--- src/rtl/minmax_sort_sequencer_pkg.sv ---
// minmax_sort_pkg: shared definitions for the min/max sort sequencer.
//   sort_state_t  : controller state encoding (LOAD, SORT_ISSUE, SORT_WB, OUTPUT)
//   clog2()       : index width helper, never returns less than 1
//   compare_count : number of compare-exchanges for one block of the given depth
package minmax_sort_pkg;

  typedef enum logic [1:0] {
    LOAD       = 2'd0,
    SORT_ISSUE = 2'd1,
    SORT_WB    = 2'd2,
    OUTPUT     = 2'd3
  } sort_state_t;

  function automatic int clog2(input int value);
    int result;
    result = 0;
    for (int v = value - 1; v > 0; v = v >> 1) begin
      result++;
    end
    return (result == 0) ? 1 : result;
  endfunction

  // Even passes compare floor(D/2) pairs, odd passes floor((D-1)/2);
  // there are ceil(D/2) even passes and floor(D/2) odd passes.
  function automatic int compare_count(input int depth);
    return ((depth + 1) / 2) * (depth / 2) + (depth / 2) * ((depth - 1) / 2);
  endfunction

endpackage

--- src/rtl/minmax_sort_sequencer_if.sv ---
// minmax_sort_sequencer_if: input and output valid/ready streams of the sorter.
//   InValid/InReady/InData          : unsorted word stream into the sorter
//   OutValid/OutReady/OutData/OutLast : sorted word stream out of the sorter
//   modport master : producer/consumer side (testbench or surrounding logic)
//   modport slave  : sorter side
interface minmax_sort_sequencer_if #(
  parameter int DATA_WIDTH = 8
);

  logic                  InValid;
  logic                  InReady;
  logic [DATA_WIDTH-1:0] InData;
  logic                  OutValid;
  logic                  OutReady;
  logic [DATA_WIDTH-1:0] OutData;
  logic                  OutLast;

  modport master (
    output InValid, InData, OutReady,
    input  InReady, OutValid, OutData, OutLast
  );

  modport slave (
    input  InValid, InData, OutReady,
    output InReady, OutValid, OutData, OutLast
  );

endinterface

--- src/rtl/minmax_sort_sequencer_minmax.sv ---
// MinMax: registered unsigned compare-exchange.
//   clk, rst_n       : clock and asynchronous active-low reset
//   a, b             : operands
//   min_val, max_val : smaller/larger operand, registered one cycle later
// Equal operands leave the order unchanged (no swap).
module MinMax #(
  parameter int INPUT_BIT_WIDTH = 8
) (
  input  logic                       clk,
  input  logic                       rst_n,
  input  logic [INPUT_BIT_WIDTH-1:0] a,
  input  logic [INPUT_BIT_WIDTH-1:0] b,
  output logic [INPUT_BIT_WIDTH-1:0] min_val,
  output logic [INPUT_BIT_WIDTH-1:0] max_val
);

  always_ff @(posedge clk or negedge rst_n) begin
    if (!rst_n) begin
      min_val <= '0;
      max_val <= '0;
    end else if (a > b) begin
      min_val <= b;
      max_val <= a;
    end else begin
      min_val <= a;
      max_val <= b;
    end
  end

endmodule

--- src/rtl/minmax_sort_sequencer.sv ---
// minmax_sort_sequencer: loads DEPTH unsigned words, sorts them ascending with
// an odd-even transposition sort on one shared MinMax unit, streams them out.
//   Clk, ResetN : clock and asynchronous active-low reset
//   bus (slave) : input stream InValid/InReady/InData,
//                 output stream OutValid/OutReady/OutData/OutLast
//   Busy        : high whenever the controller is not in LOAD
// Optional feature: define MINMAX_SORT_EARLY_EXIT_EN to stop sorting as soon
// as an even+odd pass pair performs no swap.
module minmax_sort_sequencer
  import minmax_sort_pkg::*;
#(
  parameter int DATA_WIDTH = 8,
  parameter int DEPTH      = 8
) (
  input  logic                    Clk,
  input  logic                    ResetN,
  minmax_sort_sequencer_if.slave  bus,
  output logic                    Busy
);

  localparam int IDX_W      = clog2(DEPTH);
  localparam int EVEN_PAIRS = DEPTH / 2;
  localparam int ODD_PAIRS  = (DEPTH - 1) / 2;

  localparam logic [IDX_W-1:0] ONE            = IDX_W'(1);
  localparam logic [IDX_W-1:0] LAST_IDX       = IDX_W'(DEPTH - 1);
  localparam logic [IDX_W-1:0] LAST_EVEN_PAIR = IDX_W'(EVEN_PAIRS - 1);
  localparam logic [IDX_W-1:0] LAST_ODD_PAIR  = IDX_W'((ODD_PAIRS > 0) ? ODD_PAIRS - 1 : 0);

  sort_state_t           state;
  logic [IDX_W-1:0]      idx;
  logic [IDX_W-1:0]      pass;
  logic [IDX_W-1:0]      pair;
  logic [IDX_W-1:0]      oidx;
  logic [DATA_WIDTH-1:0] buffer [DEPTH];

  logic                  in_ready;
  logic                  out_valid;
  logic                  out_last;
  logic                  in_fire;
  logic                  out_fire;
  logic                  last_pair;
  logic                  finish_sort;
  logic [IDX_W-1:0]      cmp_idx;
  logic [IDX_W-1:0]      cmp_idx_hi;
  logic [DATA_WIDTH-1:0] cmp_a;
  logic [DATA_WIDTH-1:0] cmp_b;
  logic [DATA_WIDTH-1:0] cmp_min;
  logic [DATA_WIDTH-1:0] cmp_max;

  assign in_fire  = bus.InValid & in_ready;
  assign out_fire = out_valid & bus.OutReady;

  // Odd passes are offset by one word: i = 2*pair + pass[0].
  assign cmp_idx    = IDX_W'({pair, 1'b0}) + IDX_W'(pass[0]);
  assign cmp_idx_hi = cmp_idx + ONE;
  assign cmp_a      = buffer[cmp_idx];
  assign cmp_b      = buffer[cmp_idx_hi];
  assign last_pair  = pass[0] ? (pair == LAST_ODD_PAIR) : (pair == LAST_EVEN_PAIR);

  MinMax #(
    .INPUT_BIT_WIDTH(DATA_WIDTH)
  ) u_minmax (
    .clk     (Clk),
    .rst_n   (ResetN),
    .a       (cmp_a),
    .b       (cmp_b),
    .min_val (cmp_min),
    .max_val (cmp_max)
  );

`ifdef MINMAX_SORT_EARLY_EXIT_EN
  // Swap flag spans one even pass plus the following odd pass; a clean odd
  // pass completion means the block is already in order.
  logic swap_seen;

  always_ff @(posedge Clk or negedge ResetN) begin
    if (!ResetN) begin
      swap_seen <= 1'b0;
    end else if (state == SORT_ISSUE) begin
      if (!pass[0] && (pair == '0)) begin
        swap_seen <= (cmp_a > cmp_b);
      end else begin
        swap_seen <= swap_seen | (cmp_a > cmp_b);
      end
    end
  end

  assign finish_sort = (pass == LAST_IDX) || (ODD_PAIRS == 0) || (pass[0] && !swap_seen);
`else
  // DEPTH=2 has an empty odd pass, so the single even pass is the whole sort.
  assign finish_sort = (pass == LAST_IDX) || (ODD_PAIRS == 0);
`endif

  // Buffer holds don't-care data after reset, so it carries no reset.
  always_ff @(posedge Clk) begin
    if (in_fire) begin
      buffer[idx] <= bus.InData;
    end else if (state == SORT_WB) begin
      buffer[cmp_idx]    <= cmp_min;
      buffer[cmp_idx_hi] <= cmp_max;
    end
  end

  always_ff @(posedge Clk or negedge ResetN) begin
    if (!ResetN) begin
      state     <= LOAD;
      idx       <= '0;
      pass      <= '0;
      pair      <= '0;
      oidx      <= '0;
      in_ready  <= 1'b1;
      out_valid <= 1'b0;
      out_last  <= 1'b0;
      Busy      <= 1'b0;
    end else begin
      case (state)
        LOAD: begin
          if (in_fire) begin
            idx <= idx + ONE;
            if (idx == LAST_IDX) begin
              state    <= SORT_ISSUE;
              idx      <= '0;
              pass     <= '0;
              pair     <= '0;
              in_ready <= 1'b0;
              Busy     <= 1'b1;
            end
          end
        end
        SORT_ISSUE: begin
          state <= SORT_WB;
        end
        SORT_WB: begin
          if (!last_pair) begin
            pair  <= pair + ONE;
            state <= SORT_ISSUE;
          end else if (finish_sort) begin
            state     <= OUTPUT;
            oidx      <= '0;
            out_valid <= 1'b1;
            out_last  <= 1'b0;
          end else begin
            pass  <= pass + ONE;
            pair  <= '0;
            state <= SORT_ISSUE;
          end
        end
        OUTPUT: begin
          if (out_fire) begin
            if (out_last) begin
              state     <= LOAD;
              oidx      <= '0;
              out_valid <= 1'b0;
              out_last  <= 1'b0;
              in_ready  <= 1'b1;
              Busy      <= 1'b0;
            end else begin
              oidx     <= oidx + ONE;
              out_last <= ((oidx + ONE) == LAST_IDX);
            end
          end
        end
        default: begin
          state <= LOAD;
        end
      endcase
    end
  end

  // OutData reads the buffer directly; it is held because neither oidx nor
  // the buffer change while a beat is stalled, and forced to 0 when idle.
  assign bus.InReady  = in_ready;
  assign bus.OutValid = out_valid;
  assign bus.OutLast  = out_last;
  assign bus.OutData  = out_valid ? buffer[oidx] : '0;

endmodule

--- src/flat_wrapper.sv ---
// flat-port wrapper written by rule: the top's interface ports become plain ports
module minmax_sort_sequencer_flat import minmax_sort_pkg::*;
#(
  parameter int DATA_WIDTH = 8,
  parameter int DEPTH      = 8
)
  (Clk, ResetN, Busy, bus_InValid, bus_InData, bus_OutReady, bus_InReady, bus_OutValid, bus_OutData, bus_OutLast);
  minmax_sort_sequencer_if #(.DATA_WIDTH(DATA_WIDTH)) bus_i ();
  input  logic Clk;
  input  logic ResetN;
  output logic Busy;
  input wire logic [$bits(bus_i.InValid)-1:0] bus_InValid;
  input wire logic [$bits(bus_i.InData)-1:0] bus_InData;
  input wire logic [$bits(bus_i.OutReady)-1:0] bus_OutReady;
  output wire logic [$bits(bus_i.InReady)-1:0] bus_InReady;
  output wire logic [$bits(bus_i.OutValid)-1:0] bus_OutValid;
  output wire logic [$bits(bus_i.OutData)-1:0] bus_OutData;
  output wire logic [$bits(bus_i.OutLast)-1:0] bus_OutLast;
  assign bus_i.InValid = bus_InValid;
  assign bus_i.InData = bus_InData;
  assign bus_i.OutReady = bus_OutReady;
  assign bus_InReady = bus_i.InReady;
  assign bus_OutValid = bus_i.OutValid;
  assign bus_OutData = bus_i.OutData;
  assign bus_OutLast = bus_i.OutLast;
  minmax_sort_sequencer #(.DATA_WIDTH(DATA_WIDTH), .DEPTH(DEPTH)) u_core (.Clk(Clk), .ResetN(ResetN), .bus(bus_i), .Busy(Busy));
endmodule
--- config.mk ---
export PLATFORM = sky130hd
export DESIGN_NAME = minmax_sort_sequencer_flat
export DESIGN_NICKNAME = d
export VERILOG_FILES = /design/src/rtl/minmax_sort_sequencer_pkg.sv /design/src/rtl/minmax_sort_sequencer_if.sv /design/src/rtl/minmax_sort_sequencer_minmax.sv /design/src/rtl/minmax_sort_sequencer.sv /design/src/flat_wrapper.sv
export SDC_FILE = /design/constraint.sdc
export NUM_CORES = 1
export LEC_CHECK = 0
export BUFFER_PORTS_ARGS = -buffer_cell sky130_fd_sc_hd__buf_4
export CORE_MARGIN = 10
export CORE_UTILIZATION = 50
export CTS_BUF_LIST = sky130_fd_sc_hd__clkbuf_16
export DETAILED_ROUTE_END_ITERATION = 16
export PLACE_DENSITY = 0.67
export SLEW_MARGIN = 15
export SYNTH_ARGS = -nofsm -noshare
export SYNTH_HDL_FRONTEND = slang
export SYNTH_HIERARCHICAL = 1
export SYNTH_SLANG_ARGS = --single-unit
--- constraint.sdc ---
create_clock -name Clk -period 3.8 [get_ports Clk]
set_clock_uncertainty 0.15 [all_clocks]
set_input_delay 0.38 -clock Clk [delete_from_list [all_inputs] [get_ports Clk]]
set_output_delay 0.38 -clock Clk [all_outputs]
set_load 0.005 [all_outputs]
Yosys cells after proc, flatten, opt, wreduce, memory -nomap -nowiden --
Memories as Yosys holds them, arrays and structs flattened. Index checks and enable logic that the tools add are counted.
Operators by class: add/subtract/negate cells 6, bitwise operators 2, equal/unequal tests 16, mux-type cells 51, order comparisons 1, reduce and logical (&&, ||, !) cells 12
Operator list (number):
- $mux 3 | 12
- $mux 8 | 4
- $mux 1 | 21
- $pmux 3 s2 | 3
- $add 3x1->3 const B | 5
- $reduce_and 5->1 | 3
- $mux 2 | 6
- $ne 2x1->1 const B | 6
- $reduce_and 4->1 | 3
- $eq 3x3->1 const B | 3
- $gt 8x8->1 | 1
- $pmux 1 s2 | 4
- $pmux 2 s4 | 1
- $reduce_or 8->1 | 1
- $eq 3x2->1 const B | 2
- $reduce_bool 2->1 | 3
- $eq 2x2->1 const B | 2
- $add 3x1->3 | 1
- $ne 3x3->1 const B | 1
- $and 1x1->1 | 2
- $eq 2x1->1 const B | 1
- $logic_not 2->1 | 1
- $ne 2x2->1 const B | 1
- $reduce_and 2->1 | 1
Word-level totals: bits in writable memories 64, logic and storage cells 100, register bits after elaboration 34, memories 1
Memory list:
- u_core.buffer | words 8, bits a word 8, read ports 3, clocked after memory_dff 0, write ports 2, RTL line minmax_sort_sequencer.sv:35 | logic [DATA_WIDTH-1:0] buffer [DEPTH];

Logic depth before layout (Yosys ltp) --
Gate-level depths: netlist of the first run.
word-level depth 6, mapped depth 13, mapped depth without buffers 11

Cells and area by module --
The synthesis of the first run kept the hierarchy.
By module, submodules not included:
- minmax_sort_sequencer | times used 1, area an instance 5411.4 µm², cells an instance 398
- MinMax | times used 1, area an instance 877.1 µm², cells an instance 60

Worst setup path before layout of the first run --
No wires, ideal clock.
path kind register -> register, start register u_core.pair[0], end register u_core.u_minmax.max_val[4], required time 3525 ps, path slack 435 ps, data arrival time 3090 ps, period minus slack after synthesis 3365 ps, cell stages (with the launch flop) 14, path through dfrtp_1 -> ha_1 -> buf_2 -> mux4_2 -> nand2_1 -> nand2_1 -> inv_1 -> ha_1 -> nor2b_4 -> o211ai_2 -> a21oi_2 -> o22ai_4 -> buf_12 -> mux2_4
Between the ends: cells in the longest elaborated chain, start to end 5
Ends and longest elaborated chain:
- start, declared | RTL line minmax_sort_sequencer.sv:33 | logic [IDX_W-1:0] pair;
- start signal, assigned | RTL line minmax_sort_sequencer.sv:136 | pair <= pair + ONE;
- $add 3x1->3 | RTL line minmax_sort_sequencer.sv:55 | assign cmp_idx = IDX_W'({pair, 1'b0}) + IDX_W'(pass[0]);
- $add 3x1->3 | RTL line minmax_sort_sequencer.sv:56 | assign cmp_idx_hi = cmp_idx + ONE;
- $mem_v2 8x8
- net u_core.cmp_b[1] | RTL line minmax_sort_sequencer.sv:47 | logic [DATA_WIDTH-1:0] cmp_b;
- $gt 8x8->1 | RTL line minmax_sort_sequencer_minmax.sv:21 | end else if (a > b) begin
- $mux 8 | RTL line minmax_sort_sequencer_minmax.sv:21
- end signal, assigned | RTL line minmax_sort_sequencer_minmax.sv:20 | max_val <= '0;
- end signal, assigned | RTL line minmax_sort_sequencer_minmax.sv:23 | max_val <= a;
- end signal, assigned | RTL line minmax_sort_sequencer_minmax.sv:26 | max_val <= b;
- end, declared | RTL line minmax_sort_sequencer_minmax.sv:14 | output logic [INPUT_BIT_WIDTH-1:0] max_val
The timed path passes the listed nets, and every way through them passes these cells. A chain may end at the register's enable or synchronous reset.

Worst setup path after layout of the first run --
start register u_core.pass[0], end register u_core.u_minmax.max_val[3]
Between the ends: cells in the longest elaborated chain, start to end 5
Ends and longest elaborated chain:
- start, declared | RTL line minmax_sort_sequencer.sv:32 | logic [IDX_W-1:0] pass;
- start signal, assigned | RTL line minmax_sort_sequencer.sv:144 | pass <= pass + ONE;
- $add 3x1->3 | RTL line minmax_sort_sequencer.sv:55
- $add 3x1->3 | RTL line minmax_sort_sequencer.sv:56
- $mem_v2 8x8
- net u_core.cmp_b[1] | RTL line minmax_sort_sequencer.sv:47
- $gt 8x8->1 | RTL line minmax_sort_sequencer_minmax.sv:21
- $mux 8 | RTL line minmax_sort_sequencer_minmax.sv:21
The timed path passes the listed nets, and every way through them passes these cells.

==> summary.md, run 1 <==
| Metric | Value |
|---|---|
| Combinational share of power | 0.060 |
| DR vias | ~4200 |
| Clk_lat worst skew | about 0.35 ns |
| Synth warnings | 6 |
| DRC | 0 |
| Commonest non-fill, non-tap cell in the layout | mux2_2 |
| Die Ht | approximately 130 um |
| H-tree depth | 3 |
| Power share of the clock group | 0.404 |
| ANT cells | 0 |
| Worst EP required | between 3 and 4 ns |
| Worst-path fanout max | 16 |
| Die width | approximately 130 um |
| Starting DRC count in detailed routing | roughly 270 |
| Worst slew pin tran | around 0.95 ns |
| Core Util, Final | 0.577 |
| Synthesized instance count | approximately 460 |
| Vias in the first global route | between 4000 and 5000 |
| Syn Std Cell Area | roughly 6300 sq um |
| Setup CP Type | register to register |
| Cell variety after synth | between 50 and 60 |
| Hold Path Class | primary input to register |
| WL final | 15300 um |
| Maximum clock frequency | 295 MHz |
| Routed Antenna Nets | 0 |
| Number of buffers created by CTS | 9 |
| CTS sink cnt | 98 |
| Final hold violation count | 0 |
| CTS clk-pin slew, worst paths | approximately 0.060 ns |
| Post-route cell area | 7010 sq um |
| Seq/Total Area, Yosys | 0.441 |
| #FFs+latches synth | ~100 |
| TritonRoute pass-1 iters | 5 |
| Net Sw Frac | 0.214 |
| Crit path DAT | 3.47 ns |
| Vias per inst | 6.27 |
| GRT Total Usage | 0.181 |
| Period utilization | 0.891 |
| Static Leak | between 2 and 3 nW |
| # fillers | about 1000 |
| Seq pwr share | 0.536 |
| P per Cell Area | 311 nW/um^2 |
| Initial Util | 0.517 |
| VDD IR max | 0.000244 V |
| Rows | 40 |
| # setup viols final | 0 |
| Routability cong. | between 0.8 and 0.9 |
| Post-Route Setup TNS | 0 ns |
| DP Worst Slack | between 0.4 and 0.5 ns |
| CTS tree | yes |
| Initial antenna violation count | 0 |
| Die ar. | between 15000 and 20000 sq um |
| Area after DPL | between 6000 and 7000 sq um |
| Global route total overflow | 0 |
| Syn Nets | between 400 and 500 |
| RSZ-0062 raised after global routing | false |
| Drt wl/cell | about 23 um |
| Mean post-synth cell area | ~14 sq um |
| Max-cap check violation count | 0 |
| CTS Buffer Depth | 2 |
| Post-DP HPWL | 11200 um |
| Share of layout cells above drive strength 1 | 0.416 |
| First-pass GRT wire length | about 25000 um |
| Count of final max-slew check failures | 0 |
| Area grow syn2layout | 11.5% |
| Core area | around 12000 sq um |
| Root buffer cell | clkbuf_16 |
| Slew margin rel. | 0.364 |
| Final Critical Period | between 3 and 4 ns |
| Buffers added on ports | 23 |
| CP endpoint kind | register |
| Commonest non-fill, non-tap cells in the layout | mux2_2 (82), edfxtp_1 (64), nand2_1 (61) |
| Pin count of the biggest net entering global routing | 42 |
| Status | completed |
| Final worst slack | around 0.42 ns |
| Final net count | between 500 and 600 |
| NetSw | 0.468 mW |
| # IOs | 24 |
| CP Launch Type | register |
| Internal Power | approximately 1.7 mW |
| Post-CTS Resized | 0 |
==> kinds of logic (layout without fill, tap and decap cells) <==
group,Yosys count,in the layout,synth area share
compound gates,53,53,0.0669
fa+ha+maj,16,16,0.0318
simple gates,104,104,0.0814
flops,98,98,0.441
xor+xnor,3,3,0.0101
mux,150,150,0.343
buf+inv,34,71,0.0259
==> power by group through the flow <==
stage | sequential [mW] | clock (mW) | combinational (mW)
after global placement | 1.19 | 0 | 0.127
after detailed placement | 1.19 | 0 | 0.131
after floorplan | 1.19 | 0 | 0.0907
final | 1.17 | 0.882 | 0.131
after global routing | 1.17 | 0.949 | 0.143
after CTS | 1.17 | 0.900 | 0.133
==> path summary, 6_finish.rpt <==
kind / start / endpoint / slack, ns / cells past startpoint
setup / recovery: u_core/pass[0]$_DFFE_PN0P_ / u_core/u_minmax/max_val[3]$_DFF_PN0_ / 0.42 / 13
hold / removal: bus_InValid / u_core/state[0]$_DFFE_PN0P_ / 0.27 / 3
setup reg to reg: u_core/pass[0]$_DFFE_PN0P_ / u_core/u_minmax/max_val[3]$_DFF_PN0_ / 0.42 / 13
hold reg to reg: u_core/Busy$_DFFE_PN0P_ / u_core/Busy$_DFFE_PN0P_ / 0.35 / 1
max in group asynchronous: ResetN / u_core/pass[0]$_DFFE_PN0P_ / 2.77 / 2
min in group asynchronous: ResetN / u_core/oidx[0]$_DFFE_PN0P_ / 0.37 / 2
==> Yosys cell counts (all sizes together) <==
master / n / area share
mux2: 93 / 0.17
edfxtp: 64 / 0.31
nand2: 62 / 0.038
mux4: 40 / 0.14
dfrtp: 33 / 0.13
mux2i: 17 / 0.027
ha: 16 / 0.032
inv: 14 / 0.0084
buf: 12 / 0.013
nor2: 12 / 0.0088
o21ai: 11 / 0.011
a22oi: 10 / 0.012
clkbuf: 8 / 0.0048
nand3: 8 / 0.0080
o211a: 8 / 0.013
nor3: 6 / 0.0074
a21oi: 5 / 0.0052
nand4: 5 / 0.0060
a22o: 4 / 0.0056
a21o: 3 / 0.0036
o22ai: 3 / 0.0052
a2bb2oi: 2 / 0.0028
and3: 2 / 0.0020
nor2b: 2 / 0.0032
nor3b: 2 / 0.0024
o21bai: 2 / 0.0024
xor2: 2 / 0.0058
a31oi: 1 / 0.0010
a32o: 1 / 0.0016
and2: 1 / 0.0010
and3b: 1 / 0.0014
dfstp: 1 / 0.0042
nand2b: 1 / 0.0010
nand3b: 1 / 0.0012
nor4: 1 / 0.0010
o211ai: 1 / 0.0020
o21a: 1 / 0.0012
o31ai: 1 / 0.0012
xnor2: 1 / 0.0044
==> repair_timing <==
action	4_1_cts	5_1_grt
hold buffers	1	0
endpoints found under the hold margin	33	0
buffers inserted	0	0
==> layout make-up <==
class,instances,area (sq um),area share
inverters,14,52.6,0.00749
well taps,168,210,0.0300
repair buffers,41,335,0.0478
clock inverters,6,38.8,0.00553
multi-input cells,326,3350,0.478
flip-flops and latches,98,2780,0.396
clock buffers,10,250,0.0357
==> sequential cells by signal, summed over array words and instances (netlist names), 2 cells and up <==
register and flops:
u_core/buffer 64, u_core/u_minmax/max_val 8, u_core/u_minmax/min_val 8, u_core/idx 3
u_core/oidx 3, u_core/pair 3, u_core/pass 3, u_core/state 2
==> routing by layer <==
layer	share of wire	wire, um	global-route usage	vias up
li1	-	-	-	1861
met1	0.42	6380	0.223	2150
met2	0.52	7890	0.309	126
met3	0.048	741	0.0324	23
met4	0.020	299	0.0643	0
met5	0	0	0	-
==> worst max-delay path, stage by stage, from the launching register on <==
cell      delay (ns)
dfrtp_2         0.43
ha_1            0.35
buf_12          0.19
mux4_2          0.50
nand2_1         0.08
nand2_1         0.09
inv_1           0.06
ha_1            0.23
nor2b_4         0.13
o211ai_2        0.14
a21oi_2         0.09
o22ai_4         0.11
buf_4           0.30
mux2_2          0.38
==> metrics by stage <==
step	std cells	hold WS (ns)	total power, mW
after floorplan	458	-0.0656	1.28
after detailed placement	646	0.221	1.32
after CTS	663	0.253	2.20
after global placement	646	0.216	1.32
final	663	0.267	2.18
after global routing	663	0.302	2.27
(Power assumes the default switching activity.)
==> run 2: changes to the inputs <==
--- a/config.mk
+++ b/config.mk
@@ -5,12 +5,13 @@
 export SDC_FILE = /design/constraint.sdc
 export NUM_CORES = 1
 export LEC_CHECK = 0
+export ABC_AREA = 1
 export BUFFER_PORTS_ARGS = -buffer_cell sky130_fd_sc_hd__buf_4
 export CORE_MARGIN = 10
 export CORE_UTILIZATION = 50
 export CTS_BUF_LIST = sky130_fd_sc_hd__clkbuf_16
 export DETAILED_ROUTE_END_ITERATION = 16
-export PLACE_DENSITY = 0.67
+export PLACE_DENSITY = 0.66
 export SLEW_MARGIN = 15
 export SYNTH_ARGS = -nofsm -noshare
 export SYNTH_HDL_FRONTEND = slang
==> summary.md, run 2 <==
| Metric | Value |
|---|---|
| Status | completed |
| Crit path top cell by count | nand2_1 |
| Largest regs | u_core/buffer x64, u_core/u_minmax/max_val x8, u_core/u_minmax/min_val x8 |
| Final net count | 1022 |
| Worst slew pin tran | 0.650 ns |
| Clk_lat worst skew | 0.36 ns |
| Synthesized instance count | ~1000 |
| Syn Std Cell Area | around 7000 sq um |
| Initial antenna violation count | 0 |
| Root buffer cell | clkbuf_16 |
| Hold path endpoint | u_core/oidx[1]$_DFFE_PN0P_ |
| Crit path buffers/inverters | 1 |
| RR Startpoint | u_core/pair[1]$_DFFE_PN0P_ |
| R2r setup slk | around 0.55 ns |
| Most common cell in the netlist | nand2_1 |
| Die width | ~140 um |
| Synth top area share | 0.273 |
| H-tree depth | 3 |
| Synth area leader | edfxtp_1 |
| Post-synth top flop | edfxtp_1 |
| Commonest non-fill, non-tap cell in the layout | nand2_1 |
| Fin Hold WS | roughly 0.28 ns |
| Seq pwr share | 0.247 |
| Die ar. | approximately 19000 sq um |
| ANT cells | 0 |
| Die Ht | between 100 and 150 um |
| Ys async rst share | 0.347 |
| GRT Total Usage | 0.223 |
| Final Critical Period | 3.25 ns |
| Post-route cell area | 7590 sq um |
| Number of flops mapped to enable cells by yosys | between 60 and 70 |
| WL final | 22000 um |
| Combinational share of power | 0.598 |
| Pin count of the biggest net entering global routing | 60 |
| Core area | around 14000 sq um |
| Net Sw Frac | 0.524 |
| Ordered cell list for the critical path | xnor2_4, nor2_4, nand2_1, nand3_1, inv_1, ha_1, nand2_1, nor2_4, nand4_4, nand2_4, nand2_1, nand2_1 |
| # setup viols final | 0 |
| Initial Util | 0.510 |
| Worst EP required | ~3.9 ns |
| Syn Nets | just over 1000 |
| # IOs | 24 |
| Rows | between 40 and 50 |
| VDD IR max | 0.000905 V |
| Share of layout cells above drive strength 1 | 0.113 |
| Commonest cells in the netlist | nand2_1 (420), nand3_1 (77), o21ai_0 (74), edfxtp_1 (64), inv_1 (62) |
| Routability cong. | 0.930 |
| P per Cell Area | ~910 nW/um^2 |
| #FFs+latches synth | 98 |
| CTS tree | yes |
| Period utilization | 0.856 |
| Synth warnings | 6 |
| Mean post-synth cell area | approximately 7.0 sq um |
| CTS sink cnt | a little under 100 |
| First-pass GRT wire length | between 30000 and 40000 um |
| Top cells by area, synth | edfxtp_1 (27%), nand2_1 (22%), dfrtp_1 (12%) |
| DRC | 0 |
| Worst hold stages | 3 |
| CP peak stage delay | roughly 0.76 ns |
| NetSw | about 3.6 mW |
| Min-delay src | bus_OutReady |
| Static Leak | 3.68 nW |
| Area after DPL | roughly 7200 sq um |
| Routed Antenna Nets | 0 |
| DR vias | 6633 |
| Final hold violation count | 0 |
| CTS Buffer Depth | 2 |
| Cell variety after synth | 39 |
| Crit path DAT | about 3.4 ns |
| Buffers added on ports | 23 |
| Internal Power | ~3.3 mW |
| Count of final max-slew check failures | 0 |
| Vias per inst | ~5.6 |
| RSZ-0062 raised after global routing | false |
| Max-cap check violation count | 0 |
| Starting DRC count in detailed routing | between 800 and 900 |
| Number of buffers created by CTS | 9 |
| Cells on worst reg2reg path | 12 |
| DP Worst Slack | roughly 0.66 ns |
| Commonest non-fill, non-tap cells in the layout | nand2_1 (420), nand3_1 (77), o21ai_0 (74) |
| Final worst slack | between 0.5 and 0.6 ns |
| Worst-path fanout max | 17 |
| Hold Path Class | primary input to register |
| CTS clk-pin slew, worst paths | around 0.070 ns |
| Power share of the clock group | 0.155 |
| Maximum clock frequency | 307 MHz |
| CP max-delay cell | dfrtp_1 |
| Setup CP Type | register to register |
| Critical R2R Capture | u_core/u_minmax/max_val[1]$_DFF_PN0_ |
| CP endpoint kind | register |
| Slew margin rel. | 0.567 |
| Crit path max-delay family | simple AND/OR/NAND/NOR gates |
| Setup Buffers After CTS | 0 |
| Post-DP HPWL | roughly 16000 um |
| Total Power | around 6.9 mW |
| Vias in the first global route | around 5700 |
| Drt wl/cell | approximately 19 um |
| Max reg flops | between 60 and 70 |
| TritonRoute pass-1 iters | 5 |
| Post-Route Setup TNS | 0 ns |
| CP Launch Type | register |
| Area grow syn2layout | 7.65% |
| Global route total overflow | 0 |
| Most flops, register | u_core/buffer |
| Seq/Total Area, Yosys | 0.393 |
-- run 2: cells by family after synthesis --
kind of cell               count (synthesis)  synth area share
and+or+nand+nor                          612             0.378
AOI/OAI and AO/OA                        145             0.112
buffers and inverters                    130            0.0825
DFF                                       98             0.393
adders and majority gates                 16            0.0284
xor gates and xnor gates                   3           0.00639
-- run 2: final cells by class --
class	instances	area, sq um
clock buffer	9	225
clock inverter	7	116
fill	1344	6240
inverter	77	310
multi-input combinational	776	3700
sequential	98	2780
tap	180	225
timing repair buffer	32	243
-- run 2: worst max path at each step --
stage                          startpoint                                    to  slack [ns]  cells past startpoint
4_1_cts        u_core/pair[1]$_DFFE_PN0P_  u_core/u_minmax/max_val[1]$_DFF_PN0_        0.63                     12
3_3_place_gp   u_core/pair[1]$_DFFE_PN0P_  u_core/u_minmax/max_val[7]$_DFF_PN0_        0.67                     10
3_5_place_dp   u_core/pair[1]$_DFFE_PN0P_  u_core/u_minmax/max_val[3]$_DFF_PN0_        0.66                     12
2_1_floorplan  u_core/pass[0]$_DFFE_PN0P_  u_core/u_minmax/max_val[5]$_DFF_PN0_        0.95                     20
6_report       u_core/pair[1]$_DFFE_PN0P_  u_core/u_minmax/max_val[1]$_DFF_PN0_        0.55                     12
5_1_grt        u_core/pair[1]$_DFFE_PN0P_  u_core/u_minmax/max_val[0]$_DFF_PN0_        0.28                     12
-- run 2: power by group through the flow --
stage / Clock, mW / Combinational (mW) / Sequential [mW]
floorplan: 0 / 3.40 / 1.47
global placement: 0 / 4.01 / 1.72
detailed placement: 0 / 4.03 / 1.72
CTS: 1.09 / 4.06 / 1.69
global route: 1.13 / 4.60 / 1.73
finish: 1.07 / 4.13 / 1.70
-- run 2: timing repair --
item                                   in CTS  in global routing
hold buffers                                1                  0
resized for setup                           0                  0
endpoints found under the hold margin      33                  0
-- run 2: per-stage QoR --
step | std cells | utilization
global placement | 1162 | 0.524
detailed placement | 1162 | 0.524
floorplan | 1004 | -
global route | 1179 | 0.549
finish | 1179 | 0.549
CTS | 1179 | 0.549
-- run 2: per-layer routing --
metal / track usage / wire length (um) / vias to the layer above
li1: - / - / 3226
met1: 0.328 / 9820 / 3016
met2: 0.317 / 9410 / 348
met3: 0.0373 / 2090 / 43
met4: 0.0879 / 671 / 0
met5: 0 / 0 / -
-- run 2: worst reg2reg max path, cell delays in order (launching register included) --
cell and delay [ns]:
dfrtp_1 0.76, xnor2_4 0.33, nor2_4 0.36, nand2_1 0.10, nand3_1 0.21, inv_1 0.07
ha_1 0.29, nand2_1 0.09, nor2_4 0.13, nand4_4 0.24, nand2_4 0.31, nand2_1 0.08
nand2_1 0.08
